--- src/rtl/l2min2_pkg.sv ---
// Shared mode encodings, FSM state type and width helpers for the
// incremental delta-sigma reconstruction filter.
package l2min2_pkg;

    localparam logic [1:0] MODE_COI1   = 2'd0;
    localparam logic [1:0] MODE_COI2   = 2'd1;
    localparam logic [1:0] MODE_L2MIN2 = 2'd2;

    typedef enum logic [1:0] {
        ST_IDLE = 2'd0,
        ST_LOAD = 2'd1,
        ST_RUN  = 2'd2,
        ST_DONE = 2'd3
    } state_t;

    function automatic int n_w_of(input int log2_nmax);
        return log2_nmax + 1;
    endfunction

    function automatic int wgt_w_of(input int log2_nmax);
        return 2 * log2_nmax;
    endfunction

    function automatic int out_w_of(input int log2_nmax);
        return 3 * log2_nmax - 1;
    endfunction

endpackage

--- src/rtl/l2min2_filter_mc_weight_gen.sv ---
// Shared weight sequence generator: sample index k, current weight w and
// the last-sample flag, stepped by load/advance strobes from the top FSM.
module l2min2_weight_gen
    import l2min2_pkg::*;
#(
    parameter int LOG2_NMAX = 10,
    parameter int N_W       = n_w_of(LOG2_NMAX),
    parameter int WGT_W     = wgt_w_of(LOG2_NMAX)
) (
    input  logic             clk,
    input  logic             rstb,
    input  logic             load,
    input  logic             advance,
    input  logic [N_W-1:0]   n_val,
    input  logic [1:0]       mode,
    output logic [WGT_W-1:0] w,
    output logic             last
);

    // N*(N+1) needs one bit more than S itself
    localparam int P_W = WGT_W + 1;

    logic [N_W-1:0]   k;
    logic [P_W-1:0]   prod;
    logic [WGT_W-1:0] s_val;
    logic [WGT_W-1:0] w_init;

    assign prod  = P_W'(n_val) * P_W'(n_val + N_W'(1));
    assign s_val = WGT_W'(prod >> 1);
    assign last  = (k == n_val - N_W'(1));

    always_comb begin
        w_init = WGT_W'(1);
        case (mode)
            MODE_COI2:   w_init = WGT_W'(n_val);
            MODE_L2MIN2: w_init = s_val;
            default:     w_init = WGT_W'(1);
        endcase
    end

    always_ff @(posedge clk or negedge rstb) begin
        if (!rstb) begin
            k <= '0;
            w <= '0;
        end else if (load) begin
            k <= '0;
            w <= w_init;
        end else if (advance) begin
            k <= k + N_W'(1);
            // L2min2 steps by the pre-increment k: S, S, S-1, S-3, ...
            case (mode)
                MODE_COI2:   w <= w - WGT_W'(1);
                MODE_L2MIN2: w <= w - WGT_W'(k);
                default:     w <= w;
            endcase
        end
    end

endmodule

--- src/rtl/l2min2_filter_mc.sv ---
// Multi-channel CoI1/CoI2/L2min2 reconstruction filter for incremental
// delta-sigma ADCs: control FSM plus one weighted accumulator per channel.
module l2min2_filter_mc
    import l2min2_pkg::*;
#(
    parameter int LOG2_NMAX = 10,
    parameter int CH        = 4,
    parameter int N_W       = n_w_of(LOG2_NMAX),
    parameter int WGT_W     = wgt_w_of(LOG2_NMAX),
    parameter int OUT_W     = out_w_of(LOG2_NMAX)
) (
    input  logic                clk,
    input  logic                rstb,
    input  logic                start,
    input  logic [N_W-1:0]      N_in,
    input  logic [1:0]          mode_in,
    input  logic [CH-1:0]       d_in,
    input  logic                d_valid,
    output logic                busy,
    output logic [CH*OUT_W-1:0] d_out,
    output logic                out_valid,
    output logic                err
);

    localparam logic [N_W-1:0] NMAX = N_W'(1) << LOG2_NMAX;

    state_t           state, state_nxt;
    logic [N_W-1:0]   n_r;
    logic [1:0]       mode_r;
    logic [WGT_W-1:0] w;
    logic             last;
    logic             load_stb;
    logic             adv_stb;
    logic             start_window;
    logic             cfg_ok;
    logic [OUT_W-1:0] acc   [CH];
    logic [OUT_W-1:0] res_r [CH];

    function automatic logic cfg_legal(input logic [N_W-1:0] n, input logic [1:0] m);
        return (n >= N_W'(2)) && (n <= NMAX) && (m != 2'd3);
    endfunction

    assign cfg_ok       = cfg_legal(N_in, mode_in);
    assign start_window = (state == ST_IDLE) || (state == ST_DONE);
    assign load_stb     = (state == ST_LOAD);
    assign adv_stb      = (state == ST_RUN) && d_valid;
    assign busy         = (state == ST_LOAD) || (state == ST_RUN);

    always_comb begin
        state_nxt = state;
        case (state)
            ST_IDLE: if (start && cfg_ok) state_nxt = ST_LOAD;
            ST_LOAD: state_nxt = ST_RUN;
            ST_RUN:  if (adv_stb && last) state_nxt = ST_DONE;
            ST_DONE: state_nxt = (start && cfg_ok) ? ST_LOAD : ST_IDLE;
            default: state_nxt = ST_IDLE;
        endcase
    end

    always_ff @(posedge clk or negedge rstb) begin
        if (!rstb) begin
            state  <= ST_IDLE;
            n_r    <= '0;
            mode_r <= MODE_COI1;
            err    <= 1'b0;
        end else begin
            state <= state_nxt;
            if (start_window && start) begin
                err <= !cfg_ok;
                if (cfg_ok) begin
                    n_r    <= N_in;
                    mode_r <= mode_in;
                end
            end
        end
    end

    l2min2_weight_gen #(
        .LOG2_NMAX (LOG2_NMAX),
        .N_W       (N_W),
        .WGT_W     (WGT_W)
    ) u_weight_gen (
        .clk     (clk),
        .rstb    (rstb),
        .load    (load_stb),
        .advance (adv_stb),
        .n_val   (n_r),
        .mode    (mode_r),
        .w       (w),
        .last    (last)
    );

    // accumulate stage: all channels share the same weight this sample
    always_ff @(posedge clk or negedge rstb) begin
        if (!rstb) begin
            for (int c = 0; c < CH; c++) acc[c] <= '0;
        end else if (load_stb) begin
            for (int c = 0; c < CH; c++) acc[c] <= '0;
        end else if (adv_stb) begin
            for (int c = 0; c < CH; c++)
                acc[c] <= acc[c] + (d_in[c] ? OUT_W'(w) : OUT_W'(0));
        end
    end

    // output stage: result and its strobe are registered together in DONE
    always_ff @(posedge clk or negedge rstb) begin
        if (!rstb) begin
            out_valid <= 1'b0;
            for (int c = 0; c < CH; c++) res_r[c] <= '0;
        end else begin
            out_valid <= (state == ST_DONE);
            if (state == ST_DONE) begin
                for (int c = 0; c < CH; c++) res_r[c] <= acc[c];
            end
        end
    end

    for (genvar c = 0; c < CH; c++) begin : g_dout
        assign d_out[c*OUT_W +: OUT_W] = res_r[c];
    end

endmodule

--- config.mk ---
export PLATFORM = sky130hd
export DESIGN_NAME = l2min2_filter_mc
export DESIGN_NICKNAME = d
export VERILOG_FILES = /design/src/rtl/l2min2_pkg.sv /design/src/rtl/l2min2_filter_mc_weight_gen.sv /design/src/rtl/l2min2_filter_mc.sv
export SDC_FILE = /design/constraint.sdc
export NUM_CORES = 1
export LEC_CHECK = 0
export ABC_AREA = 1
export CAP_MARGIN = 20
export CELL_PAD_IN_SITES_DETAIL_PLACEMENT = 1
export CELL_PAD_IN_SITES_GLOBAL_PLACEMENT = 1
export CORE_MARGIN = 3
export CORE_UTILIZATION = 29
export DETAILED_ROUTE_END_ITERATION = 7
export GPL_TIMING_DRIVEN = 0
export PLACE_DENSITY_LB_ADDON = 0.1
export SYNTH_ARGS = -nofsm -noshare
export SYNTH_HDL_FRONTEND = slang
export SYNTH_SLANG_ARGS = --single-unit
--- constraint.sdc ---
create_clock -name clk -period 5.7 [get_ports clk]
set_clock_uncertainty 0.05 [all_clocks]
set_input_delay 1.14 -clock clk [delete_from_list [all_inputs] [get_ports clk]]
set_output_delay 1.14 -clock clk [all_outputs]
set_load 0.005 [all_outputs]
==> flow_summary.ini <==
[outcome]
outcome = finished, final reports clean

[grt]
antenna_found_initial = 4
grtUsageTotal_pct = 22.1
grt_pass1_wl_um = 138000
grt_max_degree = 110
grt_use_met2_pct = 36.6
met3_usage_pct = 2.81
top_usage_layer = met2
first_global_vias = 22800
grt_overflow = 0
use_met1_pct = 30.6

[layout]
fin_util_pct = 35.8
diodes = 0
stdcell_area_sq_um = 27300
drive_gt1_share_pct = 10.7
fin_nets = 3568
syn2layout_area_growth_pct = 21.7
fill_cells = 9335

[synth]
synthSimpleGateAreaFrac_pct = 26.5
synth_flop_cell = dfrtp_1
synth-async-reset-ratio_pct = 100
synth_top_family_by_area = simple AND/OR/NAND/NOR gates
yosys-top-cells-area = dfrtp_1 (31%), nand2_1 (12%), ha_1 (9.2%)
netlist-cell-type-count = 56
ys_seq_elements = 280
synthCells = 3072
synth_compound_gate_area_share_pct = 13.1
yosysWarnings = 0
synth_edf_count = 0
yosys-mux-area-fraction_pct = 1.96
syn_area_per_cell_sq_um = 7.29
synth_area_sq_um = 22400
synth_fa_ha_area_share_pct = 17.5
yosysTopAreaCell = dfrtp_1
synth_nets = 3350
synth_xor_area_share_pct = 0.743
ys_seq_area_share_pct = 31.3
yosys.area.top_type_share_pct = 31.3

[clock_network]
root_buffer = clkbuf_16
hold_buffers = 0
clock_latency_ns = 0.56
clock_path_buffers = 3
numCtsBuffers = 37
path_clk_slew_ns = 0.06
ctsHtreeMaxLevel = 2
numClockSinks = 280
cts_tree = done

[min_path]
hold_class = flip-flop to flip-flop

[die]
die_h_um = 284
initial_core_util_pct = 29.4
fp.dieW_um = 284
num_rows = 101
pin_count = 140
die-area_sq_um = 80600
core_sq_um = 76200

[setup_path]
critPathMaxStageDelay_ns = 0.54
cp.buffers_inverters = 6
crit_type = flip-flop to flip-flop
endpoint_kind = flip-flop
worstPathArrival_ns = 5.88
cpLargestDelayFamily = adder cells
required_ns = 6.10
crit_slowest_cell = fa_1
critical_path.most_common_cell = fa_1
start_kind = flip-flop
cp_max_fo = 4
critical_path.cell_chain = buf_6 > clkinvlp_4 > nor3_4 > nand4_1 > ha_4 > inv_4 > nand2_1 > fa_1 > inv_1 > fa_1 > fa_1 > fa_1 > inv_1 > fa_1 > inv_2 > ha_4 > a21oi_4 > o21ai_2 > a21oi_2 > nand3b_1 > nand3b_1 > nand2_2 > nor2_1 > nor2_1

[sta]
layout_min_cycle_time_ns = 5.48
slew_headroom_pct = 22.6
finalSetupViolCount = 0
tightest_slew_ns = 1.16
hold_viol = 0
rsz0062_at_grt = yes
fin_crit_sh_pct = 96.2
max_freq_mhz = 182
report.final.slew_viol_count = 0

[place]
hpwl_um = 70500
place_area_sq_um = 25100
gp_congestion = 0.899
port_buffers = 135

[power_and_ir_drop]
peakVddDrop_v = 0.000183
power_leakage_nw = 13.9
netSwitchingPower_mw = 1.34
switching_share_pct = 27.0
clkPwrFrac_pct = 47.1
p_int_mw = 3.61
comb_power_share_pct = 9.5
p_per_area_nw_per_um2 = 181
seq_power_share_pct = 43.4

[routing]
drc = 0
vias_per_cell = 4.97
drt_iter0_drc = 1095
drt_pass1_iterations = 5
via_count = 21600
ant_nets = 0
wl_um = 90300
wire_per_inst_um = 20.8

[run]
max-cap-violations = 0
[routing by layer]
| metal | wire [um] | up-vias |
|---|---|---|
| li1 | - | 10400 |
| met1 | 42900 | 10700 |
| met2 | 41800 | 383 |
| met3 | 3400 | 103 |
| met4 | 2160 | 0 |
| met5 | 0 | - |
[through the flow]
step,power (mW),cells,hold slack (ns),setup WS [ns],TNS (ns)
after floorplan,2.43,3072,0.422,0.199,0
after global placement,2.64,4237,0.444,-9.87,-2759.60
after detailed placement,2.66,4239,0.446,-1.20,-11.63
after CTS,5.03,4326,0.461,0.00401,0
after global routing,5.18,4342,0.479,-0.0317,-0.0938
final,4.94,4342,0.454,0.216,0
[cells in the mapped netlist, types with 3 or more instances]
cell	instances
a31oi_1	9
fa_1	93
or2_2	5
o21ai_0	195
inv_2	7
nor2_2	9
a21oi_1	293
nand2_2	5
a21o_1	12
and3_1	3
ha_1	164
nand3_2	11
nand3b_1	14
inv_1	411
nor4_1	5
buf_6	5
o22ai_1	19
nand3_1	151
or2_1	3
dfrtp_1	280
o21ai_1	9
buf_2	32
nor2_1	397
clkinv_1	3
o21a_1	5
nor3_1	25
o211ai_1	3
buf_4	3
clkbuf_1	37
mux2_2	39
xor2_1	7
nor2_4	5
xnor2_1	12
nand2_1	726
buf_1	9
nand4_1	36
nand2_4	3
[layout by cell type, fill, tap and decap left out, types with 11 or more instances in the layout]
cell type / instances
dfrtp_1: 275
nand3b_1: 14
o21ai_1: 11
nor3_1: 22
ha_4: 18
nor2_2: 16
clkbuf_16: 39
nand2_1: 705
ha_1: 143
mux2_2: 39
buf_4: 45
nand3_1: 142
a21oi_1: 281
clkdlybuf4s50_1: 134
nand3_2: 19
nor2_1: 386
o22ai_1: 19
o21ai_0: 190
xnor2_1: 12
nand2_2: 21
clkbuf_1: 39
fa_1: 90
a21o_1: 11
buf_2: 32
nand4_1: 36
inv_1: 393
inv_2: 19
[sequential cells by signal, indices dropped and copies added (netlist names)]
signal          count
d_out             116
u_weight_gen.k     11
u_weight_gen.w     20
out_valid           1
mode_r              2
acc               116
n_r                11
err                 1
state               2
[final timing paths]
kind | end | slack (ns) | depth (start not counted) | startpoint
worst max-delay path | u_weight_gen.w[18] | 0.22 | 24 | n_r[4]
worst min-delay path | d_out[66] | 0.45 | 1 | d_out[66]
worst max register to register | u_weight_gen.w[18] | 0.22 | 24 | n_r[4]
worst min register to register | d_out[66] | 0.45 | 1 | d_out[66]
max in group asynchronous | d_out[61] | 3.97 | 2 | rstb
min in group asynchronous | d_out[47] | 0.54 | 1 | rstb
[final cells by class]
class | instances | area (sq um) | area share [%]
Multi-Input combinational cell | 2283 | 14000 | 51.2
Sequential cell | 280 | 7010 | 25.7
Timing Repair Buffer | 182 | 1760 | 6.44
Inverter | 423 | 1640 | 6.01
Tap cell | 1030 | 1290 | 4.72
Clock buffer | 50 | 1070 | 3.91
Buffer | 83 | 428 | 1.57
Clock inverter | 11 | 119 | 0.436
[repair_timing]
action,in CTS,in global routing
pin swaps,20,60
setup endpoints to repair,15,13
setup buffers,29,16
resized for setup,78,95
[cell families after synthesis]
group	Yosys count
compound gates	558
xor+xnor	19
fa+ha+maj	257
buf+inv	509
flops	280
mux	39
simple gates	1410
[power groups by stage]
stage,registers [mW],clock network (mW),logic [mW]
final,2.14,2.33,0.470
after global routing,2.15,2.49,0.532
after CTS,2.14,2.41,0.482
after detailed placement,2.18,0,0.480
after global placement,2.18,0,0.464
after floorplan,2.15,0,0.286
Power figures use the tool's default switching activity.
